===== config.mk =====
export PLATFORM = sky130hd
export DESIGN_NAME = pll_reset_seq
export DESIGN_NICKNAME = d
export VERILOG_FILES = /design/src/rtl/pll_reset_seq.sv
export SDC_FILE = /design/constraint.sdc
export NUM_CORES = 1
export LEC_CHECK = 0
export ABC_CLOCK_PERIOD_IN_PS = 3500
export BUFFER_PORTS_ARGS = -buffer_cell sky130_fd_sc_hd__buf_4
export CORE_ASPECT_RATIO = 1.5
export CORE_UTILIZATION = 63
export CTS_CLUSTER_SIZE = 24
export DETAILED_ROUTE_END_ITERATION = 8
export MAX_ROUTING_LAYER = met4
export PLACE_DENSITY = 0.83
export SYNTH_ARGS = -nofsm -noshare
export SYNTH_HDL_FRONTEND = slang
export SYNTH_SLANG_ARGS = --single-unit

===== constraint.sdc =====
create_clock -name clkin -period 3.5 [get_ports clkin]
set_input_delay 0.175 -clock clkin [delete_from_list [all_inputs] [get_ports clkin]]
set_output_delay 0.175 -clock clkin [all_outputs]
set_load 0.01 [all_outputs]

===== src/rtl/pll_reset_seq.sv =====
// -----------------------------------------------------------------------------
// pll_reset_seq
//
// Reset and lock supervisor for the system PLL. Runs on the 27 MHz board
// oscillator because the PLL output cannot be trusted before it locks. The
// block holds the PLL in reset for a fixed number of cycles and then waits for
// lock. Lock must stay continuously high for a programmable number of cycles
// before the system reset is released. A loss of lock while running restarts
// the sequence and is counted.
//
// Ports:
//   clkin         in   27 MHz reference clock (the only clock)
//   resetn        in   asynchronous active-low reset
//   pll_lock      in   PLL lock indication, asynchronous to clkin
//   soft_rst_req  in   single-cycle request to re-reset the system only
//   pll_reset     out  active-high PLL reset
//   sys_resetn    out  active-low system reset (to the core reset synchronizer)
//   locked        out  high while the system is running
//   relock_count  out  lock losses seen while running, saturates at 255
//   timeout_flag  out  sticky, set on any lock timeout
//
// Configuration macro:
//   PLLRSTSEQ_TIMEOUT_EN  when defined, WAITLOCK gives up after
//                         LOCK_TIMEOUT_CYCLES and re-pulses the PLL reset.
//                         When undefined, WAITLOCK waits forever, the timeout
//                         counter is not built and timeout_flag is tied to 0.
// -----------------------------------------------------------------------------
module pll_reset_seq #(
  parameter int unsigned PLL_RST_CYCLES      = 16,
  parameter int unsigned LOCK_STABLE_CYCLES  = 1024,
  parameter int unsigned LOCK_TIMEOUT_CYCLES = 65536
) (
  input  logic       clkin,
  input  logic       resetn,
  input  logic       pll_lock,
  input  logic       soft_rst_req,
  output logic       pll_reset,
  output logic       sys_resetn,
  output logic       locked,
  output logic [7:0] relock_count,
  output logic       timeout_flag
);

  localparam int unsigned MAX_RS  = (PLL_RST_CYCLES > LOCK_STABLE_CYCLES) ?
                                    PLL_RST_CYCLES : LOCK_STABLE_CYCLES;
  localparam int unsigned MAX_ALL = (MAX_RS > LOCK_TIMEOUT_CYCLES) ?
                                    MAX_RS : LOCK_TIMEOUT_CYCLES;
  localparam int unsigned CNT_W   = $clog2(MAX_ALL) + 1;

  // PLLRST leaves on its last cycle so pll_reset falls on the N-th edge.
  localparam logic [CNT_W-1:0] RST_LAST    = CNT_W'(PLL_RST_CYCLES - 1);
  // STABLE leaves one edge after the N-th good sample has been counted.
  localparam logic [CNT_W-1:0] STABLE_DONE = CNT_W'(LOCK_STABLE_CYCLES);

  typedef enum logic [1:0] {
    ST_PLLRST   = 2'd0,
    ST_WAITLOCK = 2'd1,
    ST_STABLE   = 2'd2,
    ST_RUN      = 2'd3
  } state_e;

  state_e           state_q, state_d;
  logic [CNT_W-1:0] cnt_q, cnt_d;
  logic [7:0]       relock_q, relock_d;
  logic             pll_reset_q, pll_reset_d;
  logic             sys_resetn_q, sys_resetn_d;
  logic             locked_q, locked_d;
  logic             lock_meta_q, lock_s_q;
  logic             timeout_hit;

  // Two-flop synchronizer for the asynchronous lock; only lock_s_q is used.
  always_ff @(posedge clkin or negedge resetn) begin
    if (!resetn) begin
      lock_meta_q <= 1'b0;
      lock_s_q    <= 1'b0;
    end else begin
      // NOTE: non-blocking assignments here make lock_s_q take the previous
      // lock_meta_q, giving two real flops; blocking would collapse the chain.
      lock_meta_q <= pll_lock;
      lock_s_q    <= lock_meta_q;
    end
  end

`ifdef PLLRSTSEQ_TIMEOUT_EN
  localparam logic [CNT_W-1:0] TO_LAST = CNT_W'(LOCK_TIMEOUT_CYCLES - 1);

  logic [CNT_W-1:0] to_cnt_q, to_cnt_d;
  logic             timeout_q, timeout_d;

  // Counts only while waiting without lock; any other state holds it at zero,
  // so counting restarts from the first WAITLOCK cycle of every attempt.
  assign timeout_hit = (state_q == ST_WAITLOCK) && !lock_s_q && (to_cnt_q == TO_LAST);

  always_comb begin
    to_cnt_d  = '0;
    timeout_d = timeout_q;
    if (timeout_hit) begin
      timeout_d = 1'b1;
    end else if ((state_q == ST_WAITLOCK) && !lock_s_q) begin
      to_cnt_d = to_cnt_q + CNT_W'(1);
    end
  end

  always_ff @(posedge clkin or negedge resetn) begin
    if (!resetn) begin
      to_cnt_q  <= '0;
      timeout_q <= 1'b0;
    end else begin
      to_cnt_q  <= to_cnt_d;
      timeout_q <= timeout_d;
    end
  end

  assign timeout_flag = timeout_q;
`else
  assign timeout_hit  = 1'b0;
  assign timeout_flag = 1'b0;
`endif

  // Next-state and next-output logic.
  always_comb begin
    // NOTE: every signal written here gets a default first, so no path can
    // leave one unassigned and infer a latch.
    state_d  = state_q;
    cnt_d    = cnt_q;
    relock_d = relock_q;

    case (state_q)
      ST_PLLRST: begin
        if (cnt_q == RST_LAST) begin
          state_d = ST_WAITLOCK;
          cnt_d   = '0;
        end else begin
          cnt_d = cnt_q + CNT_W'(1);
        end
      end

      ST_WAITLOCK: begin
        if (lock_s_q) begin
          state_d = ST_STABLE;
          cnt_d   = '0;
        end else if (timeout_hit) begin
          state_d = ST_PLLRST;
          cnt_d   = '0;
        end
      end

      ST_STABLE: begin
        if (cnt_q == STABLE_DONE) begin
          state_d = ST_RUN;
          cnt_d   = '0;
        end else if (!lock_s_q) begin
          state_d = ST_WAITLOCK;
          cnt_d   = '0;
        end else begin
          cnt_d = cnt_q + CNT_W'(1);
        end
      end

      ST_RUN: begin
        // Lock loss outranks a simultaneous soft reset request.
        if (!lock_s_q) begin
          state_d = ST_PLLRST;
          cnt_d   = '0;
          if (relock_q != 8'hFF) begin
            relock_d = relock_q + 8'd1;
          end
        end else if (soft_rst_req) begin
          state_d = ST_STABLE;
          cnt_d   = '0;
        end
      end

      default: begin
        state_d = ST_PLLRST;
        cnt_d   = '0;
      end
    endcase
  end

  // Outputs are decoded from the next state so they register together with it.
  assign pll_reset_d  = (state_d == ST_PLLRST);
  assign sys_resetn_d = (state_d == ST_RUN);
  assign locked_d     = (state_d == ST_RUN);

  always_ff @(posedge clkin or negedge resetn) begin
    if (!resetn) begin
      state_q      <= ST_PLLRST;
      cnt_q        <= '0;
      relock_q     <= '0;
      pll_reset_q  <= 1'b1;
      sys_resetn_q <= 1'b0;
      locked_q     <= 1'b0;
    end else begin
      state_q      <= state_d;
      cnt_q        <= cnt_d;
      relock_q     <= relock_d;
      pll_reset_q  <= pll_reset_d;
      sys_resetn_q <= sys_resetn_d;
      locked_q     <= locked_d;
    end
  end

  assign pll_reset    = pll_reset_q;
  assign sys_resetn   = sys_resetn_q;
  assign locked       = locked_q;
  assign relock_count = relock_q;

endmodule


======== Word level (Yosys, flattened, before mapping) ========
Cells that the tools add are included.
storage, ports and cells
  bits in registers ....................... 31
  input port bits ......................... 4
  output and inout port bits .............. 12
  logic and storage cells ................. 37
cells by class
  add/subtract/negate cells ............... 2
  equal/unequal tests ..................... 9
  mux-type cells .......................... 14
  bitwise operators ....................... 1
  reductions and logical operators ........ 4
operator list
  operator                                         number
  two-way mux 17 bit                               6
  one-hot mux 17 bit (4 select lines)              1
  adder 17 x 1 -> 17 bit, second input constant    1
  == test 17 x 11 -> 1 bit, second input constant  1
  == test 17 x 4 -> 1 bit, second input constant   1
  two-way mux 2 bit                                6
  adder 8 x 1 -> 8 bit, second input constant      1
  != test 8 bit, second input constant             1
  one-hot mux 2 bit (4 select lines)               1
  == test 2 bit, second input constant             3
  logical NOT 2 bit                                2
  != test 3 bit, second input constant             1
  AND reduction 3 bit                              1
  == test 2 x 1 -> 1 bit, second input constant    1
  != test 2 bit, second input constant             1
  AND reduction 2 bit                              1
  NOT 1 bit                                        1

======== Logic depth before layout (Yosys ltp) ========
  depth in word-level cells ............... 4
  depth in mapped cells ................... 8
  depth with buffers taken out ............ 7

======== Worst setup path after synthesis ========
OpenSTA, ideal clock, no wires.
  path type ............................... reg-to-reg
  from .................................... register cnt_q[0]
  to ...................................... register cnt_q[13]
  library setup time ...................... 0.066 ns
  arrival ................................. 1.634 ns
  required time ........................... 3.434 ns
  slack ................................... 1.800 ns
  cell stages (with the launch flop) ...... 8
  period minus slack after synthesis ...... 1.700 ns
  path through ............................ dfrtp_1 ha_1 and4b_1 and4_4 o22a_4 buf_8 o211ai_1 and2_1
between the ends
  word-level cells in the longest chain between the ends .. 4
ends and longest elaborated chain
  what                                     line      text
  start, declared                          63        logic [CNT_W-1:0] cnt_q, cnt_d;
  start signal, assigned                   196       cnt_q <= cnt_d;
  adder 17 x 1 -> 17 bit                   134, 156
  two-way mux 17 bit                       152       end else if (!lock_s_q) begin
  two-way mux 17 bit                       149       if (cnt_q == STABLE_DONE) begin
  one-hot mux 17 bit (4 select lines) (*)  128       case (state_q)
Mark *: on every way between the ends. The rest lies on a longest branch, timed or not.
A chain may end at the register's enable or synchronous reset.

======== Final worst setup path ========
  from .................................... register cnt_q[0]
  to ...................................... register cnt_q[15]
Same word-level chain as after synthesis.

==> summary.md <==
| Metric | Value |
|---|---|
| Status | `complete, no violations` |
| Async set-or-reset flop fraction in the synthesized netlist | `100%` |
| Post-Layout Cell Count | `219` |
| Nets | `189` |
| Clk pwr share | `43.6%` |
| Yosys warns | `0` |
| Antenna violations before repair | `0` |
| Top post-synthesis cells by area | `dfrtp_1, nor4_4, nand3_1` |
| Tmin final | `2.31 ns` |
| Max FO, Critical Path | `21` |
| # DRC | `0` |
| Max cap viols | `0` |
| Clock latency at the later pin of the worst-skew pair | `0.32 ns` |
| Dpl ws | `1.25 ns` |
| Number of port buffers | `14` |
| Critical path class | `flip-flop to flip-flop` |
| Area Overhead vs Synth | `10.1%` |
| IO Pins | `16` |
| Die span in y | `66.1 um` |
| Max-slew violation count | `0` |
| Flip-flop and latch count after synthesis | `31` |
| Avg Cell Area, Syn | `10.2 um^2` |
| Final setup TNS | `0 ns` |
| Die Area | `2960 um^2` |
| Setup Viol. Count Final | `0` |
| Gr usage total | `26.9%` |
| Internal power | `0.532 mW` |
| H-tree Lvls | `2` |
| Initial core utilization | `68.2%` |
| CTS buffer count | `5` |
| Ys flop type | `dfrtp_1` |
| P_sw | `0.128 mW` |
| Row cnt | `22` |
| Share of cells above drive strength 1 | `19.7%` |
| N_diodes | `0` |
| Switching portion of total power | `19.4%` |
| GP Congestion | `0.818` |
| Largest net degree at the start of global routing | `32` |
| Skew final | `0.00606 ns` |
| Hold Path Class | `primary input to flip-flop` |
| Iter 0 DRT Violations | `28` |
| Via density | `6.19` |
| Clock slew at reported path FFs | `0.10 ns` |
| VDD IR max | `0.314 mV` |
| Sequential fraction of the synthesis area | `45.0%` |
| Register area | `777 um^2` |
| Synth Cell Area | `1730 um^2` |
| Post-Route WL | `3410 um` |
| Area leader, netlist | `dfrtp_1` |
| CP Capture Type | `flip-flop` |
| Most numerous cell in the Yosys netlist | `dfrtp_1` |
| CP Launch Type | `flip-flop` |
| PnR worst setup slack | `1.19 ns` |
| Comb pwr share | `1.9%` |
| Final period util | `66.1%` |
| Final Hold Fails | `0` |
| Postcts setup bufs | `0` |
| Core Area | `2530 um^2` |
| First-pass GRT wire length | `5640 um` |
| Arr. time, crit path | `2.54 ns` |
| Vias | `1355` |
| Clk buf depth | `2` |
| Dpl hpwl | `2410 um` |
| Reg2reg setup slack | `1.19 ns` |
| # clock sinks | `31` |
| Detail Route Antenna Nets | `0` |
| Number of global-route vias before repair | `1295` |
| Worst-margin pin slew | `0.832 ns` |
| GRT overflow | `0` |
| FMAX | `0.433 GHz` |
| Flop pwr share | `54.5%` |
| Area share of the largest cell type after synthesis | `43.5%` |
| Fill count | `182` |
| WL per Instance | `15.6 um` |
| Synth cell types | `51` |
| Area of the multi-input gates | `833 um^2` |
| RSZ-0062 raised after global routing | `false` |
| Die X-Extent | `44.7 um` |
| Commonest cells in the netlist | `dfrtp_1, nand2_1, nand3_1` |
| Post-synth EDFFs | `0` |
| Placed Cells | `209` |
| Power density over the cells | `347 nW/um^2` |
| Worst EP required | `3.73 ns` |
| TritonCTS clock tree | `done` |
| Synthesized net count | `176` |
| Slew margin rel. | `44.5%` |
| CTS root buf | `clkbuf_4` |
| Mapped Cells | `169` |
| Static leakage | `0.886 nW` |
| DR pass1 iterations | `4` |
layer usage:
layer	wire (um)	GRT usage, %	up-vias
li1	-	-	641
met1	1410	28.8	679
met2	1860	48.0	29
met3	88	4.37	6
met4	50	10.6	0
met5	0	-	-
placed cells by master (no fill, tap or decap), types with 2 or more instances in the layout:
master | netlist | final
nand4_1 | 6 | 6
a21o_1 | 2 | 2
o21ai_0 | 5 | 5
nand2b_1 | 2 | 2
dfrtp_1 | 30 | 30
and4_4 | 2 | 2
inv_1 | 7 | 7
a21oi_1 | 7 | 7
o21a_1 | 2 | 2
and3_1 | 3 | 3
nor2_1 | 9 | 9
xnor2_1 | 5 | 5
a31oi_1 | 8 | 8
buf_4 | 3 | 15
nor3_1 | 5 | 5
dlygate4sd3_1 | 0 | 2
o21bai_1 | 4 | 4
a41oi_1 | 4 | 4
nor4_4 | 3 | 3
xor2_1 | 2 | 2
nand2_1 | 12 | 12
clkbuf_4 | 0 | 5
nand3_1 | 12 | 12
ha_1 | 3 | 3
kinds of logic after synthesis:
family / synth area share, %
simple gates: 23.8
compound gates: 17.3
flops: 45.0
buf+inv: 6.74
xor+xnor: 3.55
fa+ha+maj: 2.17
mux: 1.23
other cells: 0.217
power by group through the flow:
stage	logic (mW)	registers (mW)	clock network (mW)
2_1_floorplan	0.00204	0.367	0
4_1_cts	0.0125	0.360	0.291
6_report	0.0125	0.360	0.288
5_1_grt	0.0147	0.360	0.307
3_3_place_gp	0.0107	0.367	0
3_5_place_dp	0.0110	0.367	0
through the flow:
stage	hold WS, ns	power, mW	utilization, %	cell area, um^2
6_report	0.200	0.660	75.0	1900
5_1_grt	0.192	0.682	75.0	1900
4_1_cts	0.188	0.663	75.0	1900
3_5_place_dp	0.127	0.378	70.8	1790
3_3_place_gp	0.122	0.378	70.8	1790
2_1_floorplan	-0.121	0.369	-	1730
worst max-delay path, cell delays in order, from the launching register on:
cell and delay [ns]:
dfrtp_1 0.43, ha_1 0.28, and4b_1 0.20, and4_4 0.20, o22ai_2 0.66, a41oi_1 0.22, a31oi_1 0.22
repair_timing:
item / in CTS / in global routing
hold buffers: 2 / 0
hold endpoints to repair: 31 / 0
endpoints found under the setup margin: 0 / 0
resized for setup: 0 / 0
flip-flops by register name, indices dropped and copies added, names as in the netlist:
register / count
cnt_q: 17
relock_count: 8
state_q: 2
lock_meta_q: 1
lock_s_q: 1
locked: 1
pll_reset: 1
final timing paths:
path	start	to	cells after the start
min in group asynchronous	resetn	cnt_q[3]	2
hold / removal	soft_rst_req	locked	3
hold reg to reg	lock_meta_q	lock_s_q	0
setup reg to reg	cnt_q[0]	cnt_q[15]	6
max in group asynchronous	resetn	pll_reset	2
setup / recovery	cnt_q[0]	cnt_q[15]	6
layout make-up:
class / instances / area share, %
multi-input combinational: 120 / 43.8
inverter: 7 / 1.38
tap: 36 / 2.37
timing repair buffer: 17 / 6.98
sequential: 31 / 40.9
clock inverter: 2 / 1.84
clock buffer: 6 / 2.70
Power figures use the tool's default switching activity.
